===== config.mk =====
export PLATFORM = sky130hd
export DESIGN_NAME = chunk_deposit_driver_flat
export DESIGN_NICKNAME = d
export VERILOG_FILES = /design/src/rtl/chunk_deposit_driver_if.sv /design/src/rtl/chunk_deposit_driver.sv /design/src/flat_wrapper.sv
export SDC_FILE = /design/constraint.sdc
export NUM_CORES = 1
export LEC_CHECK = 0
export ABC_AREA = 1
export CAP_MARGIN = 25
export CORE_AREA = 2 2 73 75
export CTS_CLUSTER_DIAMETER = 40
export CTS_CLUSTER_SIZE = 25
export DETAILED_ROUTE_END_ITERATION = 10
export DIE_AREA = 0 0 75 77
export PLACE_DENSITY_LB_ADDON = 0.2
export SETUP_SLACK_MARGIN = 0.2
export SYNTH_ARGS = -nofsm -noshare
export SYNTH_HDL_FRONTEND = slang
export SYNTH_SLANG_ARGS = --single-unit

===== constraint.sdc =====
create_clock -name clk -period 1.4 [get_ports clk]
set_input_delay 0.42 -clock clk [delete_from_list [all_inputs] [get_ports clk]]
set_output_delay 0.42 -clock clk [all_outputs]
set_load 0.01 [all_outputs]

===== src/rtl/chunk_deposit_driver_if.sv =====
// Chunked write bus plus driven-signal observation for chunk_deposit_driver.
// The master side offers 32-bit chunks; the slave side drives sig and status.
interface chunk_deposit_driver_if #(
    parameter int NBITS = 1
);
    localparam int NCHUNKS = (NBITS + 31) / 32;
    localparam int IDX_W   = $clog2(NCHUNKS + 1);

    logic              wr_valid;
    logic              wr_ready;
    logic [31:0]       wr_data;
    logic              wr_abort;
    logic [NBITS-1:0]  sig;
    logic              sig_changed;
    logic [31:0]       change_count;
    logic [IDX_W-1:0]  chunk_idx;
    logic              busy;

    modport master (
        output wr_valid, wr_data, wr_abort,
        input  wr_ready, sig, sig_changed, change_count, chunk_idx, busy
    );

    modport slave (
        input  wr_valid, wr_data, wr_abort,
        output wr_ready, sig, sig_changed, change_count, chunk_idx, busy
    );
endinterface


===== src/rtl/chunk_deposit_driver.sv =====
// Collects NBITS-wide values as 32-bit chunks and drives them onto sig; CHUNK_DEPOSIT_FILTER_EN suppresses same-value counts.
// Latency: sig/sig_changed update one edge after the last chunk is accepted.
// Backpressure: wr_ready drops for the single COMMIT cycle only; registered, no path from wr_valid.
module chunk_deposit_driver #(
    parameter int NBITS = 1
) (
    input logic                   clk,
    input logic                   rst,
    chunk_deposit_driver_if.slave bus
);
    localparam int NCHUNKS = (NBITS + 31) / 32;
    localparam int IDX_W   = $clog2(NCHUNKS + 1);
    localparam int SW      = NCHUNKS * 32;
    localparam logic [IDX_W-1:0] LAST_IDX = IDX_W'(NCHUNKS - 1);

    typedef enum logic [1:0] {
        ST_IDLE,
        ST_COLLECT,
        ST_COMMIT
    } state_t;

    state_t           state_q, state_d;
    logic [IDX_W-1:0] chunk_idx_q, chunk_idx_d;
    logic [SW-1:0]    staging_q, staging_d;
    logic [NBITS-1:0] sig_q, sig_d;
    logic             sig_changed_q, sig_changed_d;
    logic [31:0]      change_count_q, change_count_d;
    logic             wr_ready_q, wr_ready_d;
    logic             busy_q, busy_d;

    always_comb begin
        state_d        = state_q;
        chunk_idx_d    = chunk_idx_q;
        staging_d      = staging_q;
        sig_d          = sig_q;
        sig_changed_d  = 1'b0;
        change_count_d = change_count_q;

        case (state_q)
            ST_IDLE, ST_COLLECT: begin
                // Abort outranks a simultaneous transfer: the offered word is dropped.
                if (bus.wr_abort) begin
                    staging_d   = '0;
                    chunk_idx_d = '0;
                    state_d     = ST_IDLE;
                end else if (bus.wr_valid) begin
                    staging_d[32*int'(chunk_idx_q) +: 32] = bus.wr_data;
                    if (chunk_idx_q == LAST_IDX) begin
                        chunk_idx_d = '0;
                        state_d     = ST_COMMIT;
                    end else begin
                        chunk_idx_d = chunk_idx_q + IDX_W'(1);
                        state_d     = ST_COLLECT;
                    end
                end
            end
            ST_COMMIT: begin
                sig_d = staging_q[NBITS-1:0];
`ifdef CHUNK_DEPOSIT_FILTER_EN
                // Only count commits that a downstream edge probe could observe.
                if (staging_q[NBITS-1:0] != sig_q) begin
                    sig_changed_d  = 1'b1;
                    change_count_d = change_count_q + 32'd1;
                end
`else
                sig_changed_d  = 1'b1;
                change_count_d = change_count_q + 32'd1;
`endif
                state_d = ST_IDLE;
            end
            default: begin
                state_d     = ST_IDLE;
                chunk_idx_d = '0;
            end
        endcase

        wr_ready_d = (state_d != ST_COMMIT);
        busy_d     = (chunk_idx_d != '0) || (state_d == ST_COMMIT);
    end

    always_ff @(posedge clk or posedge rst) begin
        if (rst) begin
            state_q        <= ST_IDLE;
            chunk_idx_q    <= '0;
            staging_q      <= '0;
            sig_q          <= '0;
            sig_changed_q  <= 1'b0;
            change_count_q <= '0;
            wr_ready_q     <= 1'b1;
            busy_q         <= 1'b0;
        end else begin
            state_q        <= state_d;
            chunk_idx_q    <= chunk_idx_d;
            staging_q      <= staging_d;
            sig_q          <= sig_d;
            sig_changed_q  <= sig_changed_d;
            change_count_q <= change_count_d;
            wr_ready_q     <= wr_ready_d;
            busy_q         <= busy_d;
        end
    end

    // Padding bits of the last chunk are stored but never reach sig.
    if (SW > NBITS) begin : g_pad
        logic unused_pad;
        assign unused_pad = ^staging_q[SW-1:NBITS];
    end

    assign bus.wr_ready     = wr_ready_q;
    assign bus.sig          = sig_q;
    assign bus.sig_changed  = sig_changed_q;
    assign bus.change_count = change_count_q;
    assign bus.chunk_idx    = chunk_idx_q;
    assign bus.busy         = busy_q;
endmodule


===== src/flat_wrapper.sv =====
// flat-port wrapper written by rule: the top's interface ports become plain ports
module chunk_deposit_driver_flat 
#(
    parameter int NBITS = 1
)
  (clk, rst, bus_wr_valid, bus_wr_data, bus_wr_abort, bus_wr_ready, bus_sig, bus_sig_changed, bus_change_count, bus_chunk_idx, bus_busy);
  chunk_deposit_driver_if #(.NBITS(NBITS)) bus_i ();
  input logic clk;
  input logic rst;
  input wire logic [$bits(bus_i.wr_valid)-1:0] bus_wr_valid;
  input wire logic [$bits(bus_i.wr_data)-1:0] bus_wr_data;
  input wire logic [$bits(bus_i.wr_abort)-1:0] bus_wr_abort;
  output wire logic [$bits(bus_i.wr_ready)-1:0] bus_wr_ready;
  output wire logic [$bits(bus_i.sig)-1:0] bus_sig;
  output wire logic [$bits(bus_i.sig_changed)-1:0] bus_sig_changed;
  output wire logic [$bits(bus_i.change_count)-1:0] bus_change_count;
  output wire logic [$bits(bus_i.chunk_idx)-1:0] bus_chunk_idx;
  output wire logic [$bits(bus_i.busy)-1:0] bus_busy;
  assign bus_i.wr_valid = bus_wr_valid;
  assign bus_i.wr_data = bus_wr_data;
  assign bus_i.wr_abort = bus_wr_abort;
  assign bus_wr_ready = bus_i.wr_ready;
  assign bus_sig = bus_i.sig;
  assign bus_sig_changed = bus_i.sig_changed;
  assign bus_change_count = bus_i.change_count;
  assign bus_chunk_idx = bus_i.chunk_idx;
  assign bus_busy = bus_i.busy;
  chunk_deposit_driver #(.NBITS(NBITS)) u_core (.clk(clk), .rst(rst), .bus(bus_i));
endmodule

==> results.py <==
metrics = {
    "final_layout": {
        "final_util": 0.685,
        "fin_nets": 422,
        "drive_gt1_frac": 0.497,
        "n_antenna_cell": 0,
        "fillers": 414,
        "syn_to_final_growth_pct": 56.8,
    },
    "synth": {
        "synth_cell_types": 24,
        "synth-seq-cells": 40,
        "yosysWarnings": 0,
        "syn-cell-area_mm2": 0.00218,
        "syn_area_per_cell_um2": 8.03,
        "synth_top_area_frac": 0.449,
        "synth.net_count": 308,
        "synth_edf_count": 0,
        "synth_flop_cell": "dfrtp_1",
        "ys_seq_area_frac": 0.461,
        "synth_area_leaders": "dfrtp_1 45%, nand2_1 14%, inv_1 5.5%",
        "synth_top_area_cell": "dfrtp_1",
        "syn_inst": 271,
        "async_reset_ff_frac": 1.00,
    },
    "setup_path": {
        "end_kind": "register",
        "cp_max_fo": 4,
        "crit_slowest_cell": "dfrtp_1",
        "cp-start-kind": "register",
        "crit_type": "register to register",
        "r2r-start": "u_core.bus.change_count[3]",
        "crit_path_start": "u_core.bus.change_count[3]",
        "crit_chain": "buf_4, nand2_2, nor2_4, nand4_1, buf_4, xnor2_2",
        "cp_common_cell": "buf_4",
        "critical_path_required_ns": 1.58,
        "cpPeakStageDelay_ns": 0.37,
        "cp.arrival_ns": 1.59,
    },
    "global_route": {
        "antenna_found_initial": 0,
        "grt_pass1_wl_um": 9600,
        "grtUsageTotal": 0.213,
        "grt_max_degree": 41,
        "grt-ovfl-total": 0,
        "grt_pass1_vias": 2086,
    },
    "timing": {
        "slew_violations": 0,
        "fin_crit_ns": 1.40,
        "setup_ws_ns": -0.00491,
        "rsz0062_at_grt": "yes",
        "skew_ns": 0.00452,
        "fmax_mhz": 712,
        "slew-limit-headroom": 0.836,
        "final_hold_viol_count": 0,
        "worst_slew_pin_slew_ns": 0.245,
        "finalSetupViolCount": 1,
        "tns_ns": -0.00491,
        "finalCritPeriodShare": 1.00,
    },
    "power": {
        "pwr-share-clk": 0.290,
        "intPower_uw": 2270,
        "power_density_mw_per_mm2": 943,
        "ir_drop_mv": 0.679,
        "power_frac_comb": 0.289,
        "power_uw": 3220,
        "switching_share": 0.296,
        "seqPwrFrac": 0.421,
        "p_leak_uw": 0.00172,
        "power_switching_uw": 951,
    },
    "clock_network": {
        "cts_buffers": 5,
        "clkLatencyLatePin_ns": 0.29,
        "postCtsHoldBufs": 0,
        "htreeDepth": 2,
        "cts_tree": "built",
        "cts_max_path_buffers": 2,
        "cts_root_buffer": "clkbuf_8",
        "cts.clk_slew.worst_paths_ns": 0.08,
        "clock_sinks": 40,
    },
    "route": {
        "dr.pass1.iters": 4,
        "wl_per_cell_um": 12.8,
        "drt_iter0_drc": 104,
        "postRouteAntennaNets": 0,
        "drc": 0,
        "route.vias.total": 2197,
        "wirelength_um": 5850,
        "via_per_inst": 4.82,
    },
    "job": {
        "maxCapViolCount": 0,
    },
    "die": {
        "io_pins": 73,
        "dieArea_mm2": 0.00578,
        "initial_core_util": 0.437,
        "die_w_um": 75,
        "dieHeight_um": 77,
        "rows": 26,
        "core_area_mm2": 0.00498,
    },
    "min_path": {
        "worst_hold_path_type": "input port to async pin",
    },
    "placement": {
        "pre_cts_slack_ns": -0.274,
        "dp_hpwl_um": 3800,
        "portBuffers": 41,
        "gp_congestion": 0.877,
    },
    "status": {
        "status": "complete, but fails checks",
        "violations": "negative setup slack",
    },
}
-- worst paths after layout --
check / to / slack, ns / cells past startpoint
max reg2reg: u_core.bus.change_count[10] / -0.005 / 6
min: u_core.bus.busy / 0.51 / 3
min in group clk: u_core.bus.sig / 0.53 / 2
min reg2reg: u_core.bus.sig / 0.53 / 2
max in group asynchronous: u_core.bus.wr_ready / 0.64 / 3
max: u_core.bus.change_count[10] / -0.005 / 6
-- worst max-delay path: cells and delay by family, from the launching register on --
family	cells	cell delay (ns)
xor gates and xnor gates	1	0.12
DFF	1	0.37
buffers and inverters	2	0.36
and+or+nand+nor	3	0.44
-- cell usage after synthesis, types with 2 or more instances --
| cell type | instances |
|---|---|
| nand2_1 | 84 |
| dfrtp_1 | 39 |
| inv_1 | 32 |
| nor2_1 | 28 |
| nand3_1 | 17 |
| xnor2_1 | 9 |
| nand3b_1 | 8 |
| nand4_1 | 8 |
| nor2_2 | 7 |
| nor2_4 | 7 |
| o21ai_0 | 6 |
| xor2_1 | 6 |
| nand2_2 | 5 |
| a21oi_1 | 2 |
| nand3_2 | 2 |
| nor3_1 | 2 |
| nor3_2 | 2 |
-- cell families after synthesis --
family                   synth area share
flip-flops                          0.461
buffers and inverters              0.0621
AO/OA/AOI/OAI                      0.0184
adder cells (fa/ha/maj)           0.00575
XOR/XNOR                           0.0604
AND/OR/NAND/NOR                     0.393
-- state kept, by name, summed over array words and instances, names as in the netlist --
signal,flops
u_core.state_q,2
u_core.staging_q,1
u_core.bus.busy,1
u_core.bus.change_count,32
u_core.bus.chunk_idx,1
u_core.bus.wr_ready,1
u_core.bus.sig,1
u_core.bus.sig_changed,1
-- what timing repair did --
action	in CTS	in global routing
gates resized for setup	190	34
gates cloned	0	0
setup endpoints to repair	71	72
setup buffers	25	10
pin swaps	15	14
-- layout by cell type, fill, tap and decap left out, drive strengths merged --
master and count:
buf 104, nand2 90, nor2 42, dfrtp 39, inv 32, nand3 20, xnor2 9, nand4 8
nand3b 8, xor2 6, clkbuf 6, o21ai 6, nor3 4, a21oi 2, dlygate4sd2 2, clkdlybuf4s50 2
or2 1, clkinvlp 1, ha 1, clkinv 1, bufinv 1, dfstp 1
-- through the flow --
step,hold WS (ns),instances,cell area [um^2]
finish,0.510,456,3410
global route,0.526,456,3410
CTS,0.494,446,3230
detailed placement,0.479,413,2960
global placement,0.477,413,2960
floorplan,0.398,271,2220
-- layer usage --
metal / GRT usage / part of all wire
met4: 0.0643 / 0.021
met5: 0 / 0
met2: 0.351 / 0.51
met3: 0.0460 / 0.038
met1: 0.274 / 0.43
-- layout make-up --
class,count,area (um^2),area share
inverter,33,128,0.0374
tap,70,87.6,0.0257
clock buffer,6,72.6,0.0213
clock inverter,2,35.0,0.0103
multi-input combinational,197,1270,0.372
sequential,40,1010,0.296
timing repair buffer,108,810,0.237
-- power groups by stage --
stage / Combinational, uW / Sequential (uW) / Clock [uW]
4_1_cts: 796 / 1350 / 949
6_report: 930 / 1350 / 933
2_1_floorplan: 252 / 1420 / 0
3_5_place_dp: 627 / 1390 / 0
3_3_place_gp: 615 / 1390 / 0
5_1_grt: 1010 / 1360 / 998
Note: power is estimated with default switching activity, not from simulation.
